===== src/rtl/brq_dummy_instr_retire.sv =====
// rtl/brq_dummy_instr_retire.sv - tracks in-flight dummy instructions and masks their retirement side-effects
// Optional per-type retired-dummy counters are enabled with BRQ_DUMMY_TYPE_CNT_EN.
module brq_dummy_instr_retire #(
   parameter int unsigned Depth = 4,
   parameter int unsigned CntW  = 16
) (
   input  logic            clk_i,
   input  logic            rst_ni,
   input  logic            id_valid_i,
   input  logic            id_ready_i,
   input  logic [31:0]     id_instr_i,
   input  logic            id_dummy_i,
   input  logic            wb_valid_i,
   input  logic            wb_rf_we_i,
   input  logic            flush_i,
   output logic            rf_we_o,
   output logic            instr_ret_o,
   output logic            wb_dummy_o,
   output logic [1:0]      dummy_type_o,
   output logic [CntW-1:0] dummy_ret_cnt_o,
   output logic            alert_o
`ifdef BRQ_DUMMY_TYPE_CNT_EN
   ,
   output logic [31:0]     dummy_type_cnt_o
`endif
);

   localparam int unsigned AW = (Depth > 1) ? $clog2(Depth) : 1;

   typedef enum logic [1:0] {
      DummyAdd = 2'd0,
      DummyMul = 2'd1,
      DummyDiv = 2'd2,
      DummyAnd = 2'd3
   } dummy_type_e;

   logic [Depth-1:0] dummy_q;
   logic [AW-1:0]    wr_ptr_q, rd_ptr_q;
   logic [AW:0]      count_q;
   logic             empty, full, accept, pop, push;
   logic             overflow, underflow, illegal_dummy;
   logic             dec_legal;
   dummy_type_e      dec_type;
   logic [1:0]       dummy_type_q;
   logic [CntW-1:0]  ret_cnt_q;
   logic             alert_q;
   logic             unused_rs_fields;

   assign unused_rs_fields = ^id_instr_i[24:15];

   assign empty  = (count_q == '0);
   assign full   = (count_q == (AW+1)'(Depth));
   assign accept = id_valid_i & id_ready_i;
   assign pop    = wb_valid_i & ~empty;
   // A pop frees the slot the same-cycle push lands in, so full+push+pop is fine.
   assign push   = accept & (~full | pop);

   assign overflow      = accept & full & ~pop;
   assign underflow     = wb_valid_i & empty;
   assign illegal_dummy = accept & id_dummy_i & ~dec_legal;

   assign wb_dummy_o  = pop & dummy_q[rd_ptr_q];
   assign rf_we_o     = wb_rf_we_i & ~wb_dummy_o;
   assign instr_ret_o = pop & ~wb_dummy_o;

   assign dummy_type_o    = dummy_type_q;
   assign dummy_ret_cnt_o = ret_cnt_q;
   assign alert_o         = alert_q;

   always_comb begin
      dec_legal = 1'b0;
      dec_type  = DummyAdd;
      if (id_instr_i[6:0] == 7'h33 && id_instr_i[11:7] == 5'd0) begin
         unique case ({id_instr_i[31:25], id_instr_i[14:12]})
            10'b0000000_000: begin dec_legal = 1'b1; dec_type = DummyAdd; end
            10'b0000001_000: begin dec_legal = 1'b1; dec_type = DummyMul; end
            10'b0000001_100: begin dec_legal = 1'b1; dec_type = DummyDiv; end
            10'b0000000_111: begin dec_legal = 1'b1; dec_type = DummyAnd; end
            default:         begin dec_legal = 1'b0; dec_type = DummyAdd; end
         endcase
      end
   end

   always_ff @(posedge clk_i or negedge rst_ni) begin
      if (!rst_ni) begin
         wr_ptr_q <= '0;
         rd_ptr_q <= '0;
         count_q  <= '0;
         dummy_q  <= '0;
      end else if (flush_i) begin
         wr_ptr_q <= '0;
         rd_ptr_q <= '0;
         count_q  <= '0;
      end else begin
         if (push) begin
            dummy_q[wr_ptr_q] <= id_dummy_i;
            wr_ptr_q          <= wr_ptr_q + 1'b1;
         end
         if (pop) begin
            rd_ptr_q <= rd_ptr_q + 1'b1;
         end
         unique case ({push, pop})
            2'b10:   count_q <= count_q + 1'b1;
            2'b01:   count_q <= count_q - 1'b1;
            default: count_q <= count_q;
         endcase
      end
   end

   always_ff @(posedge clk_i or negedge rst_ni) begin
      if (!rst_ni) begin
         dummy_type_q <= 2'd0;
         ret_cnt_q    <= '0;
         alert_q      <= 1'b0;
      end else begin
         if (accept && id_dummy_i && dec_legal) begin
            dummy_type_q <= dec_type;
         end
         if (wb_dummy_o) begin
            ret_cnt_q <= ret_cnt_q + 1'b1;
         end
         if (overflow || underflow || illegal_dummy) begin
            alert_q <= 1'b1;
         end
      end
   end

`ifdef BRQ_DUMMY_TYPE_CNT_EN
   logic [1:0] type_mem_q [Depth];
   logic [7:0] type_cnt_q [4];
   logic [1:0] push_type;

   // Illegal dummies are tagged with the type that stays visible on dummy_type_o.
   assign push_type = dec_legal ? dec_type : dummy_type_q;

   always_ff @(posedge clk_i or negedge rst_ni) begin
      if (!rst_ni) begin
         for (int i = 0; i < Depth; i++) type_mem_q[i] <= 2'd0;
         for (int t = 0; t < 4; t++)     type_cnt_q[t] <= 8'd0;
      end else begin
         if (push && !flush_i) begin
            type_mem_q[wr_ptr_q] <= push_type;
         end
         if (wb_dummy_o && type_cnt_q[type_mem_q[rd_ptr_q]] != 8'hFF) begin
            type_cnt_q[type_mem_q[rd_ptr_q]] <= type_cnt_q[type_mem_q[rd_ptr_q]] + 8'd1;
         end
      end
   end

   assign dummy_type_cnt_o = {type_cnt_q[3], type_cnt_q[2], type_cnt_q[1], type_cnt_q[0]};
`endif

endmodule


===== config.mk =====
export PLATFORM = sky130hd
export DESIGN_NAME = brq_dummy_instr_retire
export DESIGN_NICKNAME = d
export VERILOG_FILES = /design/src/rtl/brq_dummy_instr_retire.sv
export SDC_FILE = /design/constraint.sdc
export NUM_CORES = 1
export LEC_CHECK = 0
export CAP_MARGIN = 40
export CORE_UTILIZATION = 45
export DETAILED_ROUTE_END_ITERATION = 10
export HOLD_SLACK_MARGIN = 0.12
export PLACE_DENSITY = 0.82
export SYNTH_ARGS = -nofsm -noshare
export SYNTH_HDL_FRONTEND = slang
export SYNTH_SLANG_ARGS = --single-unit

===== constraint.sdc =====
create_clock -name clk_i -period 3.5 [get_ports clk_i]
set_clock_uncertainty 0.15 [all_clocks]
set_input_delay 0.7 -clock clk_i [delete_from_list [all_inputs] [get_ports clk_i]]
set_output_delay 0.7 -clock clk_i [all_outputs]
set_load 0.005 [all_outputs]

==> metrics.cfg <==
[outcome]
status=finished clean

[finish]
layout_common_cells=51 x clkdlybuf4s50_1, 30 x dfrtp_1, 18 x nand2_1, 13 x xnor2_1, 9 x nor2_1
synthToLayoutAreaGrowth_pct=38.8
utilization=0.670
final_common_cell=clkdlybuf4s50_1
drive_gt1_frac=0.111
nNetsFinal=261
diodes=0

[setup_path]
critical_path.top_delay_family=buffers and inverters
required_ns=2.65
crit_top_cell=clkdlybuf4s50_1
critPathKind=input pin to output port
start_kind=input pin
worst-path-buf-inv=3
critPathArrivalTime_ns=2.26
max_stage_delay_ns=0.56
worstPathMaxFanout=8
cp_slowest_cell=clkdlybuf4s50_1
crit_path_end_kind=output port
crit_chain=clkdlybuf4s50_1 -> o31a_4 -> nand2_4 -> inv_1 -> clkdlybuf4s50_1

[cts]
postCtsSetupBuffers=0
numCtsBuffers=5
hold_buffers=0
root_buffer=clkbuf_4
clk_pin_slew_ns=0.10
clockBufferDepth=2
clk_latency_ns=0.33
cts_tree=built
cts.htree.levels=2
cts_sinks=30
cts_resized=0

[power]
powerDensity_nw_per_um2=426
leakagePower_nw=0.987
max-vdd-ir-drop_uv=245

[synthesis]
synth_area_sq_um=1650
syn_inst=158
ys_types=42
synth-edff-count=0
syn_avg_cell_area_sq_um=10.4
ys_warn_count=0
synthFlopType=dfrtp_1
async_reset_ff_frac=1.00
synth_seq_cells=30
syn_nets=204
seq_area_frac_synth=0.455

[sta]
fin_tns_setup_ns=0
finalSetupViolCount=0
drv_slew=0
rsz0062_at_grt=no
tightest_slew_ns=0.521
relSlewSlack=0.649
post-route-min-period_ns=3.11
finalHoldViolations=0
fin_crit_sh=0.889
fmax_mhz=321

[place]
place_congestion=0.773
io_buffers=51
dp_hpwl_microns=2660

[global_route]
antenna_found_initial=0
grt_pass1_wl_microns=6150
grt_max_degree=31
overflow=0
grt_usage=0.198
grt_pass1_vias=1451

[floorplan]
fp.dieArea_sq_um=3910
io_pins=62
die_w_microns=62.5
start_util=0.483
coreArea_sq_um=3420
die_y_microns=62.5
row_count=21

[route]
wl_per_cell_microns=13.0
drt-initial-drc-count=53
ant_nets=0
drt-pass1-iter-count=4
viasPerCell=5.29
vias=1386
totalWireLength_microns=3420
drc=0

[job]
maxCapViolCount=0

[hold_path]
hp-class=flop to flop

## cell usage after synthesis (2+ instances only)
cell type	number	area [sq um]
nor2b_1	2	12.5
nand3_1	6	30.0
a21oi_1	5	25.0
dfrtp_1	30	751
and3_1	5	31.3
or3_1	2	12.5
nor3_1	7	35.0
nand2_1	18	67.6
ha_1	5	62.6
mux2_2	4	45.0
inv_1	7	26.3
nor4_1	4	25.0
nand4_1	4	25.0
o21ai_0	4	20.0
nand3_2	2	20.0
xor2_1	5	43.8
nand2b_1	2	12.5
nor2_1	9	33.8
mux2i_1	2	20.0
xnor2_1	13	114
## layout make-up
cell class                 count  area (sq um)
clock buffer                   8          78.8
fill                         269          1130
inverter                       7          26.3
multi-input combinational    119           857
sequential                    30           751
tap                           46          57.6
timing repair buffer          52           518
## stage by stage
| stage | total power [W] | hold WS, ns | cells | setup slack [ns] | cell area, sq um |
|---|---|---|---|---|---|
| global route | 0.00104 | 0.354 | 262 | 0.296 | 2290 |
| floorplan | 0.000591 | 0.254 | 158 | 1.32 | 1650 |
| finish | 0.000975 | 0.333 | 262 | 0.389 | 2290 |
| global placement | 0.000714 | 0.312 | 254 | 0.418 | 2210 |
| detailed placement | 0.000727 | 0.320 | 254 | 0.387 | 2210 |
| CTS | 0.000986 | 0.340 | 262 | 0.390 | 2290 |
## worst paths after layout
kind                       cells past startpoint                            start  slack, ns                         endpoint
max                                            5                       wb_valid_i       0.39                       wb_dummy_o
min                                            1  dummy_ret_cnt_o[15]$_DFFE_PN0P_       0.33  dummy_ret_cnt_o[15]$_DFFE_PN0P_
max reg2reg                                    7           count_q[0]$_DFFE_PN0P_       1.17           count_q[2]$_DFFE_PN0P_
min reg2reg                                    1  dummy_ret_cnt_o[15]$_DFFE_PN0P_       0.33  dummy_ret_cnt_o[15]$_DFFE_PN0P_
max in group asynchronous                      2                           rst_ni       2.32   dummy_ret_cnt_o[2]$_DFFE_PN0P_
min in group asynchronous                      2                           rst_ni       0.60   dummy_ret_cnt_o[9]$_DFFE_PN0P_
## worst register-to-register path, cell delays in order (launching register included)
cell and delay [ns]:
dfrtp_1 0.49, o31a_4 0.41, nand2_1 0.12, inv_1 0.09
fa_1 0.38, nor3_1 0.20, a21oi_1 0.07, mux2_1 0.32
## sequential cells by signal (all words and copies together) (netlist names)
name	cells
alert_o	1
dummy_type_o	2
count_q	3
wr_ptr_q	2
dummy_q	4
dummy_ret_cnt_o	16
rd_ptr_q	2
## kinds of logic after synthesis
family | count (synthesis) | share of synthesized area
multiplexers | 8 | 0.0599
adder cells (fa/ha/maj) | 6 | 0.0501
AND/OR/NAND/NOR | 73 | 0.259
AO/OA/AOI/OAI | 14 | 0.0554
XOR/XNOR | 18 | 0.0956
flip-flops | 30 | 0.455
buffers and inverters | 9 | 0.0250
## report_power, final
part           internal (W)  switching [W]
Sequential         0.000391      0.0000586
Combinational      0.000154       0.000114
Clock              0.000137       0.000120
Total              0.000682       0.000293
## metal layers
metal  wire length [microns]  share of wire  track usage
met4                      44          0.013       0.0610
met1                    1430           0.42        0.231
met2                    1740           0.51        0.351
met3                     203          0.059       0.0566
met5                       0              0            0
No activity file was read; power rests on OpenSTA's default activity.
